<file path="src/rtl/mem_arbiter_if.sv">
// ---------------------------------------------------------------------------
// mem_arbiter_if
//   Bundles every handshake and bus signal between the two cache clients,
//   the arbiter and the shared pipelined main memory.
//   Modports:
//     slave  - the arbiter (mem_arbiter) side
//     master - the client / memory side (caches, memory, testbench)
//   Signal groups:
//     I-cache : i_req, i_addr -> i_grant, i_data, i_valid, i_word, i_done
//     D-cache : d_req, d_wr, d_addr, d_wdata -> d_grant, d_data, d_valid,
//               d_word, d_done
//     memory  : mem_en, mem_wr, mem_addr, mem_wdata <- mem_rdata, mem_valid
// ---------------------------------------------------------------------------
interface mem_arbiter_if #(
    parameter int unsigned ADDR_W = 16,
    parameter int unsigned DATA_W = 16,
    parameter int unsigned WORD_W = 3
);
    // I-cache fill path
    logic              i_req;
    logic [ADDR_W-1:0] i_addr;
    logic              i_grant;
    logic [DATA_W-1:0] i_data;
    logic              i_valid;
    logic [WORD_W-1:0] i_word;
    logic              i_done;

    // D-cache fill / store path
    logic              d_req;
    logic              d_wr;
    logic [ADDR_W-1:0] d_addr;
    logic [DATA_W-1:0] d_wdata;
    logic              d_grant;
    logic [DATA_W-1:0] d_data;
    logic              d_valid;
    logic [WORD_W-1:0] d_word;
    logic              d_done;

    // Shared main memory
    logic              mem_en;
    logic              mem_wr;
    logic [ADDR_W-1:0] mem_addr;
    logic [DATA_W-1:0] mem_wdata;
    logic [DATA_W-1:0] mem_rdata;
    logic              mem_valid;

    modport slave (
        input  i_req, i_addr,
        output i_grant, i_data, i_valid, i_word, i_done,
        input  d_req, d_wr, d_addr, d_wdata,
        output d_grant, d_data, d_valid, d_word, d_done,
        output mem_en, mem_wr, mem_addr, mem_wdata,
        input  mem_rdata, mem_valid
    );

    modport master (
        output i_req, i_addr,
        input  i_grant, i_data, i_valid, i_word, i_done,
        output d_req, d_wr, d_addr, d_wdata,
        input  d_grant, d_data, d_valid, d_word, d_done,
        input  mem_en, mem_wr, mem_addr, mem_wdata,
        output mem_rdata, mem_valid
    );
endinterface

</file>
<file path="src/rtl/mem_arbiter.sv">
// ---------------------------------------------------------------------------
// mem_arbiter
//   Single-port arbiter between the I-cache / D-cache miss and write paths and
//   a shared, fixed-latency, in-order pipelined main memory. Owns the block
//   fill burst (WORDS_PER_BLK word reads from the aligned block base, words
//   returned with index and a done pulse) and forwards single-word D-cache
//   write-through stores. D-cache has fixed priority at transaction boundaries.
//   Ports:
//     clk    - rising-edge clock
//     rst_n  - synchronous active-low reset
//     bus    - mem_arbiter_if.slave (cache handshakes + memory bus)
// ---------------------------------------------------------------------------
module mem_arbiter #(
    parameter int unsigned MEM_LAT       = 4,
    parameter int unsigned WORDS_PER_BLK = 8,
    parameter int unsigned ADDR_W        = 16,
    parameter int unsigned DATA_W        = 16
) (
    input  logic          clk,
    input  logic          rst_n,
    mem_arbiter_if.slave  bus
);
    localparam int unsigned      WORD_W    = $clog2(WORDS_PER_BLK);
    localparam logic [ADDR_W-1:0] BLK_MASK = ADDR_W'(2 * WORDS_PER_BLK - 1);
    localparam logic [WORD_W-1:0] LAST_WORD = WORD_W'(WORDS_PER_BLK - 1);

    typedef enum logic [1:0] {
        IDLE,
        I_FILL,
        D_FILL,
        D_STORE
    } state_t;

    state_t            state;
    state_t            state_next;
    logic [ADDR_W-1:0] base;
    logic [ADDR_W-1:0] base_next;
    // Extra MSB marks "all reads issued" (WORDS_PER_BLK is a power of 2).
    logic [WORD_W:0]   issue_cnt;
    logic [WORD_W-1:0] ret_cnt;
    // One bit per outstanding read slot; the MSB marks the cycle in which a
    // read issued by this burst is due back. Cleared by reset, so returns of
    // reads issued before a reset are never matched.
    logic [MEM_LAT-1:0] rd_pipe;

    logic fill;
    logic issuing;
    logic ret_ok;
    logic ret_last;
    logic i_ret;
    logic d_ret;
    logic arb;
    logic allow_i;
    logic allow_d;

    // -----------------------------------------------------------------------
    // Burst progress decode
    // -----------------------------------------------------------------------
    always_comb begin
        fill     = (state == I_FILL) || (state == D_FILL);
        issuing  = fill && !issue_cnt[WORD_W];
        ret_ok   = fill && bus.mem_valid && rd_pipe[MEM_LAT-1];
        ret_last = ret_ok && (ret_cnt == LAST_WORD);
        i_ret    = ret_ok && (state == I_FILL);
        d_ret    = ret_ok && (state == D_FILL);
    end

    // -----------------------------------------------------------------------
    // Next-state / arbitration
    // A finishing transaction hands over directly to a waiting request so its
    // grant rises the cycle after done; the finishing port's own request is
    // still high during its done cycle and is excluded from that handover.
    // -----------------------------------------------------------------------
    always_comb begin
        state_next = state;
        base_next  = base;
        arb        = 1'b0;
        allow_i    = 1'b1;
        allow_d    = 1'b1;

        unique case (state)
            IDLE: begin
                arb = 1'b1;
            end
            I_FILL: begin
                if (ret_last) begin
                    arb     = 1'b1;
                    allow_i = 1'b0;
                end
            end
            D_FILL: begin
                if (ret_last) begin
                    arb     = 1'b1;
                    allow_d = 1'b0;
                end
            end
            D_STORE: begin
                arb     = 1'b1;
                allow_d = 1'b0;
            end
            default: begin
                arb = 1'b1;
            end
        endcase

        if (arb) begin
            if (bus.d_req && allow_d) begin
                state_next = bus.d_wr ? D_STORE : D_FILL;
                base_next  = bus.d_addr & ~BLK_MASK;
            end else if (bus.i_req && allow_i) begin
                state_next = I_FILL;
                base_next  = bus.i_addr & ~BLK_MASK;
            end else begin
                state_next = IDLE;
            end
        end
    end

    // -----------------------------------------------------------------------
    // Outputs
    // -----------------------------------------------------------------------
    always_comb begin
        bus.i_grant   = (state == I_FILL);
        bus.d_grant   = (state == D_FILL) || (state == D_STORE);

        bus.mem_en    = issuing || (state == D_STORE);
        bus.mem_wr    = (state == D_STORE);
        bus.mem_addr  = '0;
        bus.mem_wdata = '0;
        if (issuing) begin
            bus.mem_addr = base + ADDR_W'({issue_cnt[WORD_W-1:0], 1'b0});
        end else if (state == D_STORE) begin
            bus.mem_addr  = bus.d_addr;
            bus.mem_wdata = bus.d_wdata;
        end

        bus.i_valid = i_ret;
        bus.i_done  = i_ret && ret_last;
        bus.i_data  = i_ret ? bus.mem_rdata : '0;
        bus.i_word  = i_ret ? ret_cnt : '0;

        bus.d_valid = d_ret;
        bus.d_done  = (d_ret && ret_last) || (state == D_STORE);
        bus.d_data  = d_ret ? bus.mem_rdata : '0;
        bus.d_word  = d_ret ? ret_cnt : '0;
    end

    // -----------------------------------------------------------------------
    // State, base and counters
    // -----------------------------------------------------------------------
    always_ff @(posedge clk) begin
        if (!rst_n) begin
            state     <= IDLE;
            base      <= '0;
            issue_cnt <= '0;
            ret_cnt   <= '0;
            rd_pipe   <= '0;
        end else begin
            state   <= state_next;
            base    <= base_next;
            rd_pipe <= (rd_pipe << 1) | MEM_LAT'(issuing);
            // Every transaction exits through a state change, so counters
            // restart on any transition.
            if (state_next != state) begin
                issue_cnt <= '0;
                ret_cnt   <= '0;
            end else begin
                if (issuing) begin
                    issue_cnt <= issue_cnt + (WORD_W + 1)'(1);
                end
                if (ret_ok) begin
                    ret_cnt <= ret_cnt + WORD_W'(1);
                end
            end
        end
    end
endmodule
</file>
<file path="src/flat_wrapper.sv">
// flat-port wrapper written by rule: the top's interface ports become plain ports
module mem_arbiter_flat 
#(
    parameter int unsigned MEM_LAT       = 4,
    parameter int unsigned WORDS_PER_BLK = 8,
    parameter int unsigned ADDR_W        = 16,
    parameter int unsigned DATA_W        = 16
)
  (clk, rst_n, bus_i_req, bus_i_addr, bus_i_grant, bus_i_data, bus_i_valid, bus_i_word, bus_i_done, bus_d_req, bus_d_wr, bus_d_addr, bus_d_wdata, bus_d_grant, bus_d_data, bus_d_valid, bus_d_word, bus_d_done, bus_mem_en, bus_mem_wr, bus_mem_addr, bus_mem_wdata, bus_mem_rdata, bus_mem_valid);
  mem_arbiter_if #(.ADDR_W(ADDR_W), .DATA_W(DATA_W)) bus_i ();
  input  logic clk;
  input  logic rst_n;
  input wire logic [$bits(bus_i.i_req)-1:0] bus_i_req;
  input wire logic [$bits(bus_i.i_addr)-1:0] bus_i_addr;
  output wire logic [$bits(bus_i.i_grant)-1:0] bus_i_grant;
  output wire logic [$bits(bus_i.i_data)-1:0] bus_i_data;
  output wire logic [$bits(bus_i.i_valid)-1:0] bus_i_valid;
  output wire logic [$bits(bus_i.i_word)-1:0] bus_i_word;
  output wire logic [$bits(bus_i.i_done)-1:0] bus_i_done;
  input wire logic [$bits(bus_i.d_req)-1:0] bus_d_req;
  input wire logic [$bits(bus_i.d_wr)-1:0] bus_d_wr;
  input wire logic [$bits(bus_i.d_addr)-1:0] bus_d_addr;
  input wire logic [$bits(bus_i.d_wdata)-1:0] bus_d_wdata;
  output wire logic [$bits(bus_i.d_grant)-1:0] bus_d_grant;
  output wire logic [$bits(bus_i.d_data)-1:0] bus_d_data;
  output wire logic [$bits(bus_i.d_valid)-1:0] bus_d_valid;
  output wire logic [$bits(bus_i.d_word)-1:0] bus_d_word;
  output wire logic [$bits(bus_i.d_done)-1:0] bus_d_done;
  output wire logic [$bits(bus_i.mem_en)-1:0] bus_mem_en;
  output wire logic [$bits(bus_i.mem_wr)-1:0] bus_mem_wr;
  output wire logic [$bits(bus_i.mem_addr)-1:0] bus_mem_addr;
  output wire logic [$bits(bus_i.mem_wdata)-1:0] bus_mem_wdata;
  input wire logic [$bits(bus_i.mem_rdata)-1:0] bus_mem_rdata;
  input wire logic [$bits(bus_i.mem_valid)-1:0] bus_mem_valid;
  assign bus_i.i_req = bus_i_req;
  assign bus_i.i_addr = bus_i_addr;
  assign bus_i_grant = bus_i.i_grant;
  assign bus_i_data = bus_i.i_data;
  assign bus_i_valid = bus_i.i_valid;
  assign bus_i_word = bus_i.i_word;
  assign bus_i_done = bus_i.i_done;
  assign bus_i.d_req = bus_d_req;
  assign bus_i.d_wr = bus_d_wr;
  assign bus_i.d_addr = bus_d_addr;
  assign bus_i.d_wdata = bus_d_wdata;
  assign bus_d_grant = bus_i.d_grant;
  assign bus_d_data = bus_i.d_data;
  assign bus_d_valid = bus_i.d_valid;
  assign bus_d_word = bus_i.d_word;
  assign bus_d_done = bus_i.d_done;
  assign bus_mem_en = bus_i.mem_en;
  assign bus_mem_wr = bus_i.mem_wr;
  assign bus_mem_addr = bus_i.mem_addr;
  assign bus_mem_wdata = bus_i.mem_wdata;
  assign bus_i.mem_rdata = bus_mem_rdata;
  assign bus_i.mem_valid = bus_mem_valid;
  mem_arbiter #(.MEM_LAT(MEM_LAT), .WORDS_PER_BLK(WORDS_PER_BLK), .ADDR_W(ADDR_W), .DATA_W(DATA_W)) u_core (.clk(clk), .rst_n(rst_n), .bus(bus_i));
endmodule
</file>
<file path="config.mk">
export PLATFORM = sky130hd
export DESIGN_NAME = mem_arbiter_flat
export DESIGN_NICKNAME = d
export VERILOG_FILES = /design/src/rtl/mem_arbiter_if.sv /design/src/rtl/mem_arbiter.sv /design/src/flat_wrapper.sv
export SDC_FILE = /design/constraint.sdc
export NUM_CORES = 1
export LEC_CHECK = 0
export BUFFER_PORTS_ARGS = -buffer_cell sky130_fd_sc_hd__buf_2
export CAP_MARGIN = 10
export CORE_ASPECT_RATIO = 1.1
export CORE_MARGIN = 2
export CORE_UTILIZATION = 42
export CTS_BUF_LIST = sky130_fd_sc_hd__clkbuf_8 sky130_fd_sc_hd__clkbuf_16
export DETAILED_ROUTE_END_ITERATION = 12
export HOLD_SLACK_MARGIN = 0.06
export PLACE_DENSITY_LB_ADDON = 0.1
export SLEW_MARGIN = 5
export SYNTH_ARGS = -nofsm -noshare
export SYNTH_HDL_FRONTEND = slang
export SYNTH_SLANG_ARGS = --single-unit
export TNS_END_PERCENT = 100
</file>
<file path="constraint.sdc">
create_clock -name clk -period 4.4 [get_ports clk]
set_clock_uncertainty 0.05 [all_clocks]
set_input_delay 0.66 -clock clk [delete_from_list [all_inputs] [get_ports clk]]
set_output_delay 0.66 -clock clk [all_outputs]
set_load 0.01 [all_outputs]
</file>
==> flow_summary.yaml, run 1 <==
status:
  status: "finished, final reports clean"
synth:
  synthesis.nets: 328
  ys.warnings.count: 0
  netlist-cell-type-count: 33
  syn_area_um2: 1760
  synthTopCellsByArea: "dfxtp_1, and2_1, nand2_1"
  syn_inst: 252
  postSynthAreaPerCell_um2: 7.00
  ys_ff_latch: 25
  yosysTopAreaCell: "dfxtp_1"
  synth_seq_area_share_pct: 28.4
  synth_top_area_share_pct: 28.4
grt:
  first_global_vias: 1846
  grt_util_all_layers_pct: 22.1
  grt_max_degree: 37
  antenna_found_initial: 0
  grt_pass1_wl_um: 8510
  overflow: 0
power_and_ir_drop:
  power-per-cell-area_nw_per_um2: 374
  ir_worst_vdd_uv: 280
  cellLeakagePower_uw: 0.00153
layout:
  nets: 457
  num_antenna_cells: 0
  multi_input_area_um2: 1150
  regArea_um2: 500
  instances_no_fill: 432
  n_fill_cell: 424
  area_delta_synth_final_pct: 43.3
  drive_gt1_share_pct: 40.5
critical_path:
  slowest_stage: "and4b_1"
  r2r_start: "u_core.state[0]$_SDFF_PN0_"
  startpoint: "u_core.state[0]$_SDFF_PN0_"
  worstPathArrival_ns: 3.27
  path_class: "reg2reg"
  endpoint_kind: "register"
  worstPathRequired_ns: 4.52
  cpPeakStageDelay_ns: 0.78
  critPathLaunchType: "register"
  worstPathMaxFanout: 25
  worstPathCellList: "inv_1, ha_1, and4b_1, a211o_1, nand2_1, o22ai_1, a21oi_1"
sta:
  drv_slew: 0
  finalCritPeriodShare_pct: 71.6
  timing.setup.tns_ns: 0
  layout_min_cycle_time_ns: 3.15
  hold_viol_final: 0
  setup_viol: 0
  fmax_ghz: 0.318
  tightest_slew_ns: 0.786
  grt_setup_unrepaired: "false"
  max_slew_margin_pct: 47.6
die:
  core_um2: 3990
  num_rows: 24
  start_util_pct: 44.1
  io-pin-count: 148
  die_w_um: 65.8
  die-height_um: 72.0
  dieArea_um2: 4730
routing:
  avgRoutedWirePerCell_um: 12.2
  drc: 0
  ant_nets: 0
  routed_via_density: 4.87
  vias: 2102
  totalWireLength_um: 5260
  firstDrtPassIters: 4
  drtIter0Drc: 129
placed_design:
  placed_cells: 428
  dp_hpwl_um: 3920
  port-buffer-count: 143
  place_congestion: 0.777
cts:
  clk-insertion-delay-late_ns: 0.27
  post_cts_buffers: 0
  cts_buffer_depth: 2
  cts.sinks: 25
  cts_made_buffers: 3
  ctsResizeCount: 0
  clkTransAtPathRegs_ns: 0.09
  cts_tree: "yes"
  cts_root_buf: "clkbuf_8"
  h-tree-depth: 1
  cts.hold.buffers_added: 0
min_path:
  worstHoldStart: "u_core.rd_pipe[2]$_SDFF_PN0_"
  hold_path.class: "reg2reg"
run:
  max-cap-violations: 0
through the flow:
stage	setup WS (ns)	hold WS, ns	instance area, um^2	util (%)	total power [uW]
6_report	1.25	0.389	2530	63.3	945
5_1_grt	0.860	0.416	2530	63.3	1030
2_1_floorplan	2.00	0.362	1760	-	644
3_5_place_dp	1.29	0.371	2480	62.0	808
3_3_place_gp	1.32	0.364	2480	62.0	799
4_1_cts	1.28	0.397	2530	63.3	953
layout by cell type, fill, tap and decap left out, drive strengths merged, types with 3 or more instances in the layout:
cell type / count
buf: 146
and2: 44
nand2: 40
dfxtp: 25
a21oi: 18
o21ai: 18
and3: 17
nand3: 16
o22ai: 12
inv: 7
nor2: 6
ha: 6
clkbuf: 3
where the power goes:
part	switching [uW]	total, uW	internal (uW)
clock network	77.6	144	66.5
logic	313	488	175
registers	31.3	313	282
flip-flops by register name, summed over array words and instances, names as in the netlist:
signal / flops
u_core.base: 12
u_core.issue_cnt: 4
u_core.rd_pipe: 4
u_core.ret_cnt: 3
u_core.state: 2
Yosys cell counts (all sizes together):
| cell | n |
|---|---|
| a21o | 1 |
| nand4 | 1 |
| nor2b | 2 |
| or2 | 2 |
| a21bo | 1 |
| a2111oi | 1 |
| and4b | 2 |
| a41oi | 1 |
| xnor2 | 2 |
| and2 | 44 |
| o211ai | 2 |
| xor2 | 1 |
| o21ai | 18 |
| a211o | 1 |
| a21boi | 1 |
| a2111o | 2 |
| a31oi | 1 |
| nand2b | 1 |
| o22ai | 12 |
| nand2 | 40 |
| buf | 5 |
| nand3 | 16 |
| nor2 | 6 |
| inv | 6 |
| clkbuf | 17 |
| a21oi | 18 |
| dfxtp | 25 |
| and3 | 17 |
| ha | 6 |
critical path, delay by kind of cell (launching register included):
family,cells,cell delay [ns]
AO/OA/AOI/OAI,3,0.91
adder cells (fa/ha/maj),1,0.40
buffers and inverters,1,0.09
flip-flops,1,0.39
AND/OR/NAND/NOR,2,1.19
worst paths after layout:
kind	endpoint	cells after the start	slack (ns)
worst max-delay path	u_core.base[11]$_SDFFE_PN0P_	7	1.25
worst max register to register	u_core.base[11]$_SDFFE_PN0P_	7	1.25
worst min register to register	u_core.rd_pipe[3]$_SDFF_PN0_	1	0.39
worst min-delay path	u_core.rd_pipe[3]$_SDFF_PN0_	1	0.39
cells by family after synthesis:
family | count (synthesis) | synth area share (%)
compound gates | 59 | 20.2
xor+xnor | 3 | 1.49
fa+ha+maj | 6 | 4.26
buf+inv | 28 | 6.39
flops | 25 | 28.4
simple gates | 131 | 39.2
metal layers:
| layer | track usage (%) | share of wire (%) | wire length (um) | vias to the layer above |
|---|---|---|---|---|
| met5 | 0 | 0 | 0 | - |
| met4 | 2.78 | 0.51 | 27 | 0 |
| met3 | 3.72 | 4.8 | 251 | 4 |
| met2 | 39.8 | 52 | 2750 | 48 |
| met1 | 28.3 | 42 | 2230 | 934 |
| li1 | - | - | - | 1116 |
area by class of cell:
cell class	instances	share of cell area, %
tap	52	2.58
multi-input combinational	199	45.5
clock inverter	1	0.347
timing repair buffer	146	29.2
sequential	25	19.8
inverter	6	0.892
clock buffer	3	1.63
Power figures use the tool's default switching activity.
==> run 2, diff against run 1 <==
--- a/config.mk
+++ b/config.mk
@@ -9,7 +9,7 @@
 export CAP_MARGIN = 10
 export CORE_ASPECT_RATIO = 1.1
 export CORE_MARGIN = 2
-export CORE_UTILIZATION = 42
+export CORE_UTILIZATION = 39
 export CTS_BUF_LIST = sky130_fd_sc_hd__clkbuf_8 sky130_fd_sc_hd__clkbuf_16
 export DETAILED_ROUTE_END_ITERATION = 12
 export HOLD_SLACK_MARGIN = 0.06
==> constraint.sdc (replaced) <==
create_clock -name clk -period 3 [get_ports clk]
set_clock_uncertainty 0.05 [all_clocks]
set_input_delay 0.45 -clock clk [delete_from_list [all_inputs] [get_ports clk]]
set_output_delay 0.45 -clock clk [all_outputs]
set_load 0.01 [all_outputs]
==> run 2 against run 1 <==
Sequential cell count is the same. Largest power group unchanged. Combinational power rose by 50%. Final area is 0.84% higher. Final cell count grew 1.2%. Global-route usage shrank 1.6 points. Count of clock-buffer cells in the layout unchanged. Non-clock buffer count is 3 higher. Highest routed layer unchanged. Critical path depth is the same. Largest cell class unchanged.
==> flow_summary.yaml, run 2 (synthesis gave the netlist of run 1 again) <==
cts:
  cts_buffer_depth: 2
  post_cts_buffers: 0
  cts_tree: "yes"
  cts_root_buf: "clkbuf_8"
  h-tree-depth: 1
  cts.sinks: 25
  clkTransAtPathRegs_ns: 0.09
  clk-insertion-delay-late_ns: 0.27
  cts_made_buffers: 3
  ctsResizeCount: 0
  cts.hold.buffers_added: 0
die:
  io-pin-count: 148
  num_rows: 25
  die_w_um: 68.1
  core_um2: 4320
  start_util_pct: 40.8
  die-height_um: 74.5
  dieArea_um2: 5070
sta:
  grt_setup_unrepaired: "false"
  setup_viol: 0
  hold_viol_final: 0
  max_slew_margin_pct: 63.3
  fmax_ghz: 0.373
  timing.setup.tns_ns: 0
  finalCritPeriodShare_pct: 89.3
  drv_slew: 0
  tightest_slew_ns: 0.550
  layout_min_cycle_time_ns: 2.68
power_and_ir_drop:
  cellLeakagePower_uw: 0.00154
  ir_worst_vdd_uv: 332
  power-per-cell-area_nw_per_um2: 549
grt:
  grt_pass1_wl_um: 8110
  grt_util_all_layers_pct: 20.5
  overflow: 0
  antenna_found_initial: 0
  grt_max_degree: 37
  first_global_vias: 1793
layout:
  area_delta_synth_final_pct: 44.5
  nets: 460
  drive_gt1_share_pct: 41.0
  final_common_cell: "buf_2"
  regMostFlops: "u_core.base"
  reg_top3: "u_core.base: 12 flops, u_core.issue_cnt: 4 flops, u_core.rd_pipe: 4 flops"
  mostFrequentLayoutCells: "buf_2, and2_1, nand2_1"
  utilization_pct: 59.0
  num_antenna_cells: 0
  largest_reg_flops: 12
critical_path:
  endpoint_kind: "register"
  worstPathMaxFanout: 17
  worstPathArrival_ns: 2.80
  path_class: "reg2reg"
  worstPathRequired_ns: 3.12
  rrSetupSlack_ns: 0.32
  critPathLaunchType: "register"
status:
  status: "finished, final reports clean"
routing:
  avgRoutedWirePerCell_um: 12.3
  ant_nets: 0
  totalWireLength_um: 5370
  drtIter0Drc: 111
  drc: 0
  firstDrtPassIters: 4
  vias: 2154
  routed_via_density: 4.93
placed_design:
  dp_hpwl_um: 4040
  place_congestion: 0.828
  port-buffer-count: 143
min_path:
  hold_path.class: "reg2reg"
run:
  max-cap-violations: 0
[run 2: where the power goes]
group	switching [uW]	internal, uW	total [uW]	leakage [uW]
sequential	46.9	414	460	0.000206
clock	113	93.2	206	0.0000255
combinational	465	266	731	0.00131
total	625	773	1400	0.00154
[run 2: final cells by class]
class                      instances  area (um^2)
inverter                           6         22.5
clock buffer                       3         41.3
multi-input combinational        199         1150
tap                               54         67.6
fill                             458         1770
sequential                        25          500
clock inverter                     1         5.00
timing repair buffer             149          761
[run 2: metal layers]
| layer | global-route usage (%) | vias to the layer above | share of wire [%] | routed length, um |
|---|---|---|---|---|
| li1 | - | 1120 | - | - |
| met1 | 24.7 | 976 | 41 | 2210 |
| met2 | 37.8 | 53 | 54 | 2890 |
| met3 | 2.57 | 5 | 4.2 | 227 |
| met4 | 5.56 | 0 | 0.86 | 46 |
| met5 | 0 | - | 0 | 0 |
[run 2: path summary, 6_finish.rpt]
| check | endpoint | depth (start not counted) | start |
|---|---|---|---|
| setup / recovery | u_core.base[5]$_SDFFE_PN0P_ | 7 | u_core.state[0]$_SDFF_PN0_ |
| setup reg to reg | u_core.base[5]$_SDFFE_PN0P_ | 7 | u_core.state[0]$_SDFF_PN0_ |
| hold reg to reg | u_core.rd_pipe[1]$_SDFF_PN0_ | 1 | u_core.rd_pipe[0]$_SDFF_PN0_ |
| hold / removal | u_core.rd_pipe[1]$_SDFF_PN0_ | 1 | u_core.rd_pipe[0]$_SDFF_PN0_ |
[run 2: through the flow]
stage	setup slack, ns	instance area, um^2	power, uW	instances	hold WS [ns]
CTS	0.299	2550	1410	437	0.394
finish	0.321	2550	1400	437	0.392
global route	0.0769	2550	1520	437	0.405
floorplan	0.755	1760	944	252	0.362
global placement	0.329	2500	1200	433	0.365
detailed placement	0.328	2500	1200	433	0.372
[run 2: worst max-delay path, cell delays in order, from the launching register on]
cell,delay [ns]
dfxtp_1,0.39
inv_1,0.09
ha_1,0.40
and4b_1,0.37
a211o_1,0.50
nand2_1,0.42
o22ai_1,0.26
a21oi_1,0.09
